[src/rtl/outport_vc_arbiter_pkg.sv]
// Shared definitions for the per-output-port switch/VC allocator:
// FSM state encoding and the state type used by the top level.
package outport_vc_arbiter_pkg;

    typedef logic [0:0] arb_state_t;

    // Legacy-compatible state encoding
    localparam arb_state_t ST_IDLE = 1'b0;
    localparam arb_state_t ST_XFER = 1'b1;

endpackage

[src/rtl/outport_vc_arbiter_rr_arbiter.sv]
// Combinational round-robin arbiter. The requester at index 'ptr' has the
// highest priority, then ptr+1, ... wrapping around N-1 -> 0.
// Produces a one-hot grant, its binary index and an "any request" flag.
module rr_arbiter #(
    parameter int N = 5,
    parameter int W = 3
) (
    input  logic [N-1:0] req,
    input  logic [W-1:0] ptr,
    output logic [N-1:0] gnt,
    output logic [W-1:0] idx,
    output logic         any
);

    // Scan from lowest to highest priority so the highest-priority hit is the last one written
    always_comb begin
        gnt = '0;
        idx = '0;
        any = 1'b0;
        for (int k = N - 1; k >= 0; k--) begin
            if (req[(int'(ptr) + k) % N]) begin
                gnt                        = '0;
                gnt[(int'(ptr) + k) % N]   = 1'b1;
                idx                        = W'((int'(ptr) + k) % N);
                any                        = 1'b1;
            end else begin
                any = any;
            end
        end
    end

endmodule

[src/rtl/outport_vc_arbiter.sv]
// Per-output-port switch and VC allocator. In IDLE it picks one head-flit
// requester round-robin and binds it to the lowest free downstream VC; in
// XFER it forwards that owner's flits (wormhole) until its tail has moved.
// Every packet boundary passes through IDLE for one cycle.
module outport_vc_arbiter
    import outport_vc_arbiter_pkg::*;
#(
    parameter int ROUTERID = 0,
    parameter int PORTID   = 0,
    parameter int NUM_IN   = 5,
    parameter int NUM_VC   = 4,
    parameter int VC_W     = 2,
    parameter int SEL_W    = 3
) (
    input  logic              clk,
    input  logic              reset,
    input  logic [NUM_IN-1:0] req,
    input  logic [NUM_IN-1:0] req_head,
    input  logic [NUM_IN-1:0] req_tail,
    input  logic [NUM_VC-1:0] vc_lck,
    input  logic [NUM_VC-1:0] vc_rdy,
    output logic [NUM_IN-1:0] grant,
    output logic [SEL_W-1:0]  xbar_sel,
    output logic [VC_W-1:0]   out_vch,
    output logic              fwd,
    output logic              busy
);

    arb_state_t        state_r;
    logic [SEL_W-1:0]  rr_ptr_r;
    logic [SEL_W-1:0]  rr_next_s;
    logic [NUM_IN-1:0] eligible_s;
    logic [NUM_IN-1:0] arb_gnt_s;
    logic [SEL_W-1:0]  arb_idx_s;
    logic              arb_any_s;
    logic [NUM_VC-1:0] free_vc_s;
    logic [VC_W-1:0]   vc_idx_s;
    logic              vc_any_s;
    logic              tail_xfer_s;

    // Only head flits may open a packet; body/tail requests in IDLE are ignored
    assign eligible_s  = req & req_head;
    assign free_vc_s   = ~vc_lck & vc_rdy;
    assign busy        = (state_r == ST_XFER);
    assign fwd         = busy & req[xbar_sel];
    assign tail_xfer_s = fwd & req_tail[xbar_sel];

    rr_arbiter #(
        .N (NUM_IN),
        .W (SEL_W)
    ) u_rr (
        .req (eligible_s),
        .ptr (rr_ptr_r),
        .gnt (arb_gnt_s),
        .idx (arb_idx_s),
        .any (arb_any_s)
    );

    // Lowest-index free VC wins; scan downwards so the lowest hit is written last
    always_comb begin
        vc_idx_s = '0;
        vc_any_s = 1'b0;
        for (int j = NUM_VC - 1; j >= 0; j--) begin
            if (free_vc_s[j]) begin
                vc_idx_s = VC_W'(j);
                vc_any_s = 1'b1;
            end else begin
                vc_any_s = vc_any_s;
            end
        end
    end

    // Round-robin pointer moves to the input just after the finishing owner
    always_comb begin
        if (xbar_sel == SEL_W'(NUM_IN - 1)) begin
            rr_next_s = '0;
        end else begin
            rr_next_s = xbar_sel + SEL_W'(1);
        end
    end

    // Allocation FSM and registered grant/select/VC outputs
    always_ff @(posedge clk or posedge reset) begin
        if (reset) begin
            state_r  <= ST_IDLE;
            rr_ptr_r <= '0;
            grant    <= '0;
            xbar_sel <= '0;
            out_vch  <= '0;
        end else begin
            case (state_r)
                ST_IDLE: begin
                    if (arb_any_s && vc_any_s) begin
                        grant    <= arb_gnt_s;
                        xbar_sel <= arb_idx_s;
                        out_vch  <= vc_idx_s;
                        state_r  <= ST_XFER;
                    end else begin
                        grant    <= '0;
                    end
                end
                ST_XFER: begin
                    // A stalled owner (req low) simply holds every register
                    if (tail_xfer_s) begin
                        grant    <= '0;
                        rr_ptr_r <= rr_next_s;
                        state_r  <= ST_IDLE;
                    end else begin
                        state_r  <= ST_XFER;
                    end
                end
                default: begin
                    grant   <= '0;
                    state_r <= ST_IDLE;
                end
            endcase
        end
    end

endmodule

[config.mk]
export PLATFORM = sky130hd
export DESIGN_NAME = outport_vc_arbiter
export DESIGN_NICKNAME = d
export VERILOG_FILES = /design/src/rtl/outport_vc_arbiter_pkg.sv /design/src/rtl/outport_vc_arbiter_rr_arbiter.sv /design/src/rtl/outport_vc_arbiter.sv
export SDC_FILE = /design/constraint.sdc
export NUM_CORES = 1
export LEC_CHECK = 0
export ABC_AREA = 1
export CAP_MARGIN = 20
export CORE_ASPECT_RATIO = 0.7
export CORE_MARGIN = 5
export CORE_UTILIZATION = 25
export CTS_CLUSTER_SIZE = 40
export DETAILED_ROUTE_END_ITERATION = 10
export GPL_TIMING_DRIVEN = 0
export PLACE_DENSITY_LB_ADDON = 0.15
export SYNTH_ARGS = -nofsm -noshare
export SYNTH_HDL_FRONTEND = slang
export SYNTH_SLANG_ARGS = --single-unit
[constraint.sdc]
create_clock -name clk -period 7.27 [get_ports clk]
set_input_delay 2.181 -clock clk [delete_from_list [all_inputs] [get_ports clk]]
set_output_delay 2.181 -clock clk [all_outputs]
set_load 0.005 [all_outputs]
======== Word-level counts from Yosys, hierarchy flattened ========
Index checks and enable logic that the tools add are counted.
word-level totals
  output and inout port bits .............. 12
  flip-flop bits (word level) ............. 14
  word-level logic and storage cells ...... 101
  input bits .............................. 25
operators by class
  bitwise gates (word level) .............. 6
  equal/unequal tests ..................... 2
  reductions and logical operators ........ 8
  $lt $le $gt $ge ......................... 11
  $add $sub $neg .......................... 5
  div/mod/pow operators ................... 5
  mux-type cells .......................... 59
operators by type and width
  operator                                                            number
  greater-or-equal comparator 32 x 1 -> 1 bit, second input constant  5
  < comparator 32 x 5 -> 1 bit, second input constant                 5
  modulo 32 x 4 -> 32 bit, second input constant                      4
  two-way mux 5 bit                                                   7
  modulo 4 x 4 -> 32 bit, second input constant                       1
  two-way mux 1 bit                                                   28
  binary-select mux 1 bit (select 3 bit)                              7
  two-way mux 3 bit                                                   6
  demux 1 bit (select 3 bit)                                          5
  case mux 5 bit (2 select lines)                                     1
  adder 3 x 2 -> 4 bit, second input constant                         2
  two-way mux 2 bit                                                   4
  logical AND 1 bit                                                   6
  bitwise AND 5 bit                                                   1
  adder 3 x 1 -> 4 bit, second input constant                         1
  adder 3 x 3 -> 4 bit, second input constant                         1
  bitwise AND 4 bit                                                   1
  < comparator 3 x 4 -> 1 bit, second input constant                  1
  inverter 4 bit                                                      1
  AND reduction 2 bit                                                 2
  adder 3 x 1 -> 3 bit, second input constant                         1
  == test 3 bit, second input constant                                1
  bitwise AND 1 bit                                                   2
  inequality test 2 x 1 -> 1 bit, second input constant               1
  other kinds (2)                                                     2

======== Depth between registers and ports, before layout ========
Gate-level depths: netlist (run 1).
  depth in word-level cells ............... 13
  gate-level depth with buffers ........... 28
  mapped depth without buffers ............ 27

======== By module ========
From an unflattened synthesis (run 1), not the netlist that was laid out.
second synthesis, totals
  cell total of the unflattened synthesis .. 547
  area, all modules ....................... 3,004.1 um2
modules (own cells, without submodules)
  module              area an instance (um2)  seq. area each (um2)  cells each  instances
  rr_arbiter          2,219.6                 0.0                   437         1
  outport_vc_arbiter  784.5                   350.3                 110         1

======== Least setup slack after synthesis (run 1) ========
Ideal clock, no wire load.
  path kind ............................... input-to-output
  start point ............................. input port req[1]
  end point ............................... output port fwd
  path buffers ............................ 0
  required time ........................... 5,089 ps
  arrival ................................. 2,613 ps
  cell stages on the path ................. 4
  slack ................................... 2,476 ps
  cells stage by stage .................... o21ai_0 -> o22ai_1 -> o211ai_1 -> inv_1
between the ends
  cells in the longest elaborated chain, start to end .. 3
ends and longest elaborated chain
  item                                     RTL line                  source
  start: declaration                       outport_vc_arbiter.sv:17  input logic [NUM_IN-1:0] req,
  binary-select mux 1 bit (select 3 bit)   outport_vc_arbiter.sv:45  assign fwd = busy & req[xbar_sel];
  two-way mux 1 bit (not written as such)  outport_vc_arbiter.sv:45
  bitwise AND 1 bit                        outport_vc_arbiter.sv:45
  end: declaration                         outport_vc_arbiter.sv:25  output logic fwd,
Every way passes these cells. The select of a mux whose other input is x is not followed.

======== Final worst setup path (run 1) ========
  start point ............................. input port req[2]
  end point ............................... output port fwd
Same word-level chain as after synthesis.

==> results of run 1 <==
## through the flow
stage / hold WS [ns] / setup slack [ns] / util [%] / std cells / instance area, µm²
floorplan: 0.4724 / 2.476 / - / 553 / 3162
global placement: 0.4697 / 1.462 / 29.99 / 751 / 3725
detailed placement: 0.4644 / 1.481 / 29.99 / 751 / 3725
CTS: 0.4797 / 1.472 / 30.70 / 755 / 3814
global route: 0.5011 / 1.346 / 30.70 / 755 / 3814
finish: 0.4791 / 1.489 / 30.70 / 755 / 3814
## cell usage after synthesis (5+ instances only)
| master | number | area, µm² |
|---|---|---|
| sky130_fd_sc_hd__a21oi_1 | 9 | 45.04 |
| sky130_fd_sc_hd__dfrtp_1 | 14 | 350.3 |
| sky130_fd_sc_hd__ha_1 | 27 | 337.8 |
| sky130_fd_sc_hd__inv_1 | 66 | 247.7 |
| sky130_fd_sc_hd__inv_2 | 10 | 37.54 |
| sky130_fd_sc_hd__nand2_1 | 189 | 709.4 |
| sky130_fd_sc_hd__nand2_2 | 27 | 168.9 |
| sky130_fd_sc_hd__nand2_4 | 7 | 78.83 |
| sky130_fd_sc_hd__nand3_1 | 78 | 390.4 |
| sky130_fd_sc_hd__nand3_2 | 7 | 70.07 |
| sky130_fd_sc_hd__nand4_1 | 10 | 62.56 |
| sky130_fd_sc_hd__nor2_1 | 28 | 105.1 |
| sky130_fd_sc_hd__nor2_2 | 6 | 37.54 |
| sky130_fd_sc_hd__o21ai_0 | 23 | 115.1 |
| sky130_fd_sc_hd__o21ai_1 | 5 | 25.02 |
| sky130_fd_sc_hd__o21ai_2 | 5 | 43.79 |
## routing by layer
metal / wire length, µm / vias up / share of wire (%) / GRT usage (%)
li1: - / 1862 / - / -
met1: 5370 / 1606 / 55 / 21.12
met2: 3783 / 83 / 39 / 19.13
met3: 607 / 4 / 6.2 / 1.792
met4: 44 / 0 / 0.45 / 1.598
met5: 0 / - / 0 / 0
## layout make-up
class / instances / area [µm²]
fill: 1389 / 8608
timing repair buffer: 36 / 360.3
clock buffer: 4 / 88.84
inverter: 81 / 309.0
tap: 162 / 202.7
buffer: 9 / 56.30
multi-input combinational: 449 / 2446
sequential: 14 / 350.3
## cell families after synthesis
kind of cell | Yosys count
compound gates | 57
xor+xnor | 1
fa+ha+maj | 27
buf+inv | 90
flops | 14
simple gates | 364
## worst max-delay path, stage by stage
cell	delay, ns
sky130_fd_sc_hd__clkdlybuf4s50_1	0.47
sky130_fd_sc_hd__o21ai_0	0.07
sky130_fd_sc_hd__o22ai_1	0.18
sky130_fd_sc_hd__o211ai_1	0.10
sky130_fd_sc_hd__inv_1	0.09
sky130_fd_sc_hd__clkdlybuf4s50_1	0.51
## final timing paths
kind / to / slack (ns) / depth (start not counted)
max in group asynchronous: rr_ptr_r[0] / 4.59 / 2
setup reg to reg: xbar_sel[0] / 2.93 / 26
setup / recovery: fwd / 1.49 / 6
min in group asynchronous: xbar_sel[2] / 2.29 / 2
hold reg to reg: grant[1] / 0.48 / 2
hold / removal: grant[1] / 0.48 / 2
## registers in the layout (all words and copies together), names as in the netlist
signal	cells
out_vch	2
busy	1
grant	5
rr_ptr_r	3
xbar_sel	3
==> impl_metrics.sql, run 1 <==
INSERT INTO impl_metrics (metric_group, metric, value, unit) VALUES
('floorplanning', 'top_level_ports', '37', ''),
('clock_network', 'clock_slew_at_the_register_clock_pins_of_the_worst_setup_and_hold_paths', '0.05', 'ns'),
('timing', 'layout_min_cycle_time', '5.781', 'ns'),
('logic_synthesis', 'synthFlopType', 'sky130_fd_sc_hd__dfrtp_1', ''),
('cells_and_area', 'finish.net_count', '646', ''),
('critical_path', 'timing.critical_path.to_type', 'output pin', ''),
('clock_network', 'cts-htree-levels', '1', ''),
('logic_synthesis', 'synth_seq_cells', '14', ''),
('floorplanning', 'rows', '34', ''),
('global_routing', 'global_route_wire_length_before_repair', '16640', 'µm'),
('logic_synthesis', 'synth_top_family_by_area', 'simple AND/OR/NAND/NOR gates', ''),
('floorplanning', 'fp.dieArea', '15030', 'µm²'),
('timing', 'finalSetupViolCount', '0', ''),
('logic_synthesis', 'async_flop_share', '100.0', '%'),
('clock_network', 'cts-root-to-sink-buffers', '2', ''),
('worst_hold_path', 'hold_class', 'reg2reg', ''),
('logic_synthesis', 'proportion_of_synthesized_chip_area_in_sequential_cells', '11.08', '%'),
('clock_network', 'holdBufCountCts', '0', ''),
('critical_path', 'crit_arrival', '3.60', 'ns'),
('logic_synthesis', 'post_synth_inst_count', '553', ''),
('logic_synthesis', 'synth_area', '3162', 'µm²'),
('job', 'drv.max_cap_violation_count', '0', ''),
('critical_path', 'timing.critical_path.from_type', 'input pin', ''),
('placed_design', 'hpwlAfterDp', '8122', 'µm'),
('timing', 'period_share', '79.52', '%'),
('worst_hold_path', 'hp-start', 'grant[1]', ''),
('floorplanning', 'initial_utilization', '25.45', '%'),
('logic_synthesis', 'synth-warning-count', '0', ''),
('logic_synthesis', 'synthAdderAreaFrac', '10.68', '%'),
('detailed_routing', 'vias_post_dr', '3555', ''),
('logic_synthesis', 'compound_gate_fraction_of_synth_area', '11.16', '%'),
('cells_and_area', 'diodes', '0', ''),
('critical_path', 'crit_fanout', '2', ''),
('clock_network', 'clock_tree.root_cell', 'sky130_fd_sc_hd__clkbuf_16', ''),
('logic_synthesis', 'syn_area_per_cell', '5.718', 'µm²'),
('detailed_routing', 'drt_iter0_markers', '205', ''),
('logic_synthesis', 'netlist-cell-type-count', '41', ''),
('clock_network', 'tritoncts_clock_tree', 'done', ''),
('logic_synthesis', 'number_of_flops_mapped_to_enable_cells_by_yosys', '0', ''),
('timing', 'grt_setup_unrepaired', 'false', ''),
('logic_synthesis', 'synth.area.mux_share', '0', '%'),
('cells_and_area', 'area_growth_syn_to_layout', '20.62', '%'),
('logic_synthesis', 'post_synth_xor_area_fraction', '0.2770', '%'),
('clock_network', 'post_cts_resize_count', '0', ''),
('logic_synthesis', 'post_synth_net_total', '605', ''),
('clock_network', 'cts.repair_timing.setup_buffer_count', '0', ''),
('run_status', 'status', 'completed', ''),
('timing', 'final_hold_viol_count', '0', ''),
('critical_path', 'worstSetupPathType', 'in2out', ''),
('detailed_routing', 'routed_wire_length_per_instance', '12.99', 'µm'),
('timing', 'clock-skew-final', '0.006207', 'ns'),
('critical_path', 'setup.worst_path.start', 'req[2]', ''),
('global_routing', 'grt_start_max_net_pins', '15', ''),
('clock_network', 'cts_buffers', '3', ''),
('detailed_routing', 'finalWirelength', '9805', 'µm'),
('floorplanning', 'die_w', '144.4', 'µm'),
('global_routing', 'number_of_global_route_vias_before_repair', '3406', ''),
('global_routing', 'antenna_violations_before_repair', '0', ''),
('logic_synthesis', 'area_fraction_in_and_or_nand_and_nor_cells_after_synthesis', '55.24', '%'),
('global_routing', 'grt-ovfl-total', '0', ''),
('timing', 'slew_headroom', '60.66', '%'),
('floorplanning', 'core_area', '12420', 'µm²'),
('timing', 'finalMaxSlewViolations', '0', ''),
('placed_design', 'routabilityCongestion', '0.8502', ''),
('detailed_routing', 'viasPerCell', '4.709', ''),
('timing', 'max_clock_freq', '0.1730', 'GHz'),
('timing', 'worst_pin_slew', '0.5894', 'ns'),
('clock_network', 'tritoncts_num_sinks', '14', ''),
('timing', 'timing.setup.tns', '0', 'ns'),
('placed_design', 'place.port_buffers', '36', ''),
('clock_network', 'worst_skew_pair.late_latency', '0.25', 'ns');
Power of run 1 is left out: the tool's default activity adds up to more than one toggle a clock period on the data nets, which glitch-free logic cannot reach.
==> inputs of run 2 (changes only) <==
==> constraint.sdc (replaced) <==
create_clock -name clk -period 5.5 [get_ports clk]
set_input_delay 1.65 -clock clk [delete_from_list [all_inputs] [get_ports clk]]
set_output_delay 1.65 -clock clk [all_outputs]
set_load 0.005 [all_outputs]
==> results of run 2 <==
Same layout as run 1 (identical final DEF). Status: completed.
Among the figures that moved: setup slack after placement 1.481 ns -> 0.7731 ns; setup slack after layout 1.489 ns -> 0.7809 ns; register-to-register setup slack 2.93 ns -> 1.16 ns
Power of run 2 is left out for the same reason.
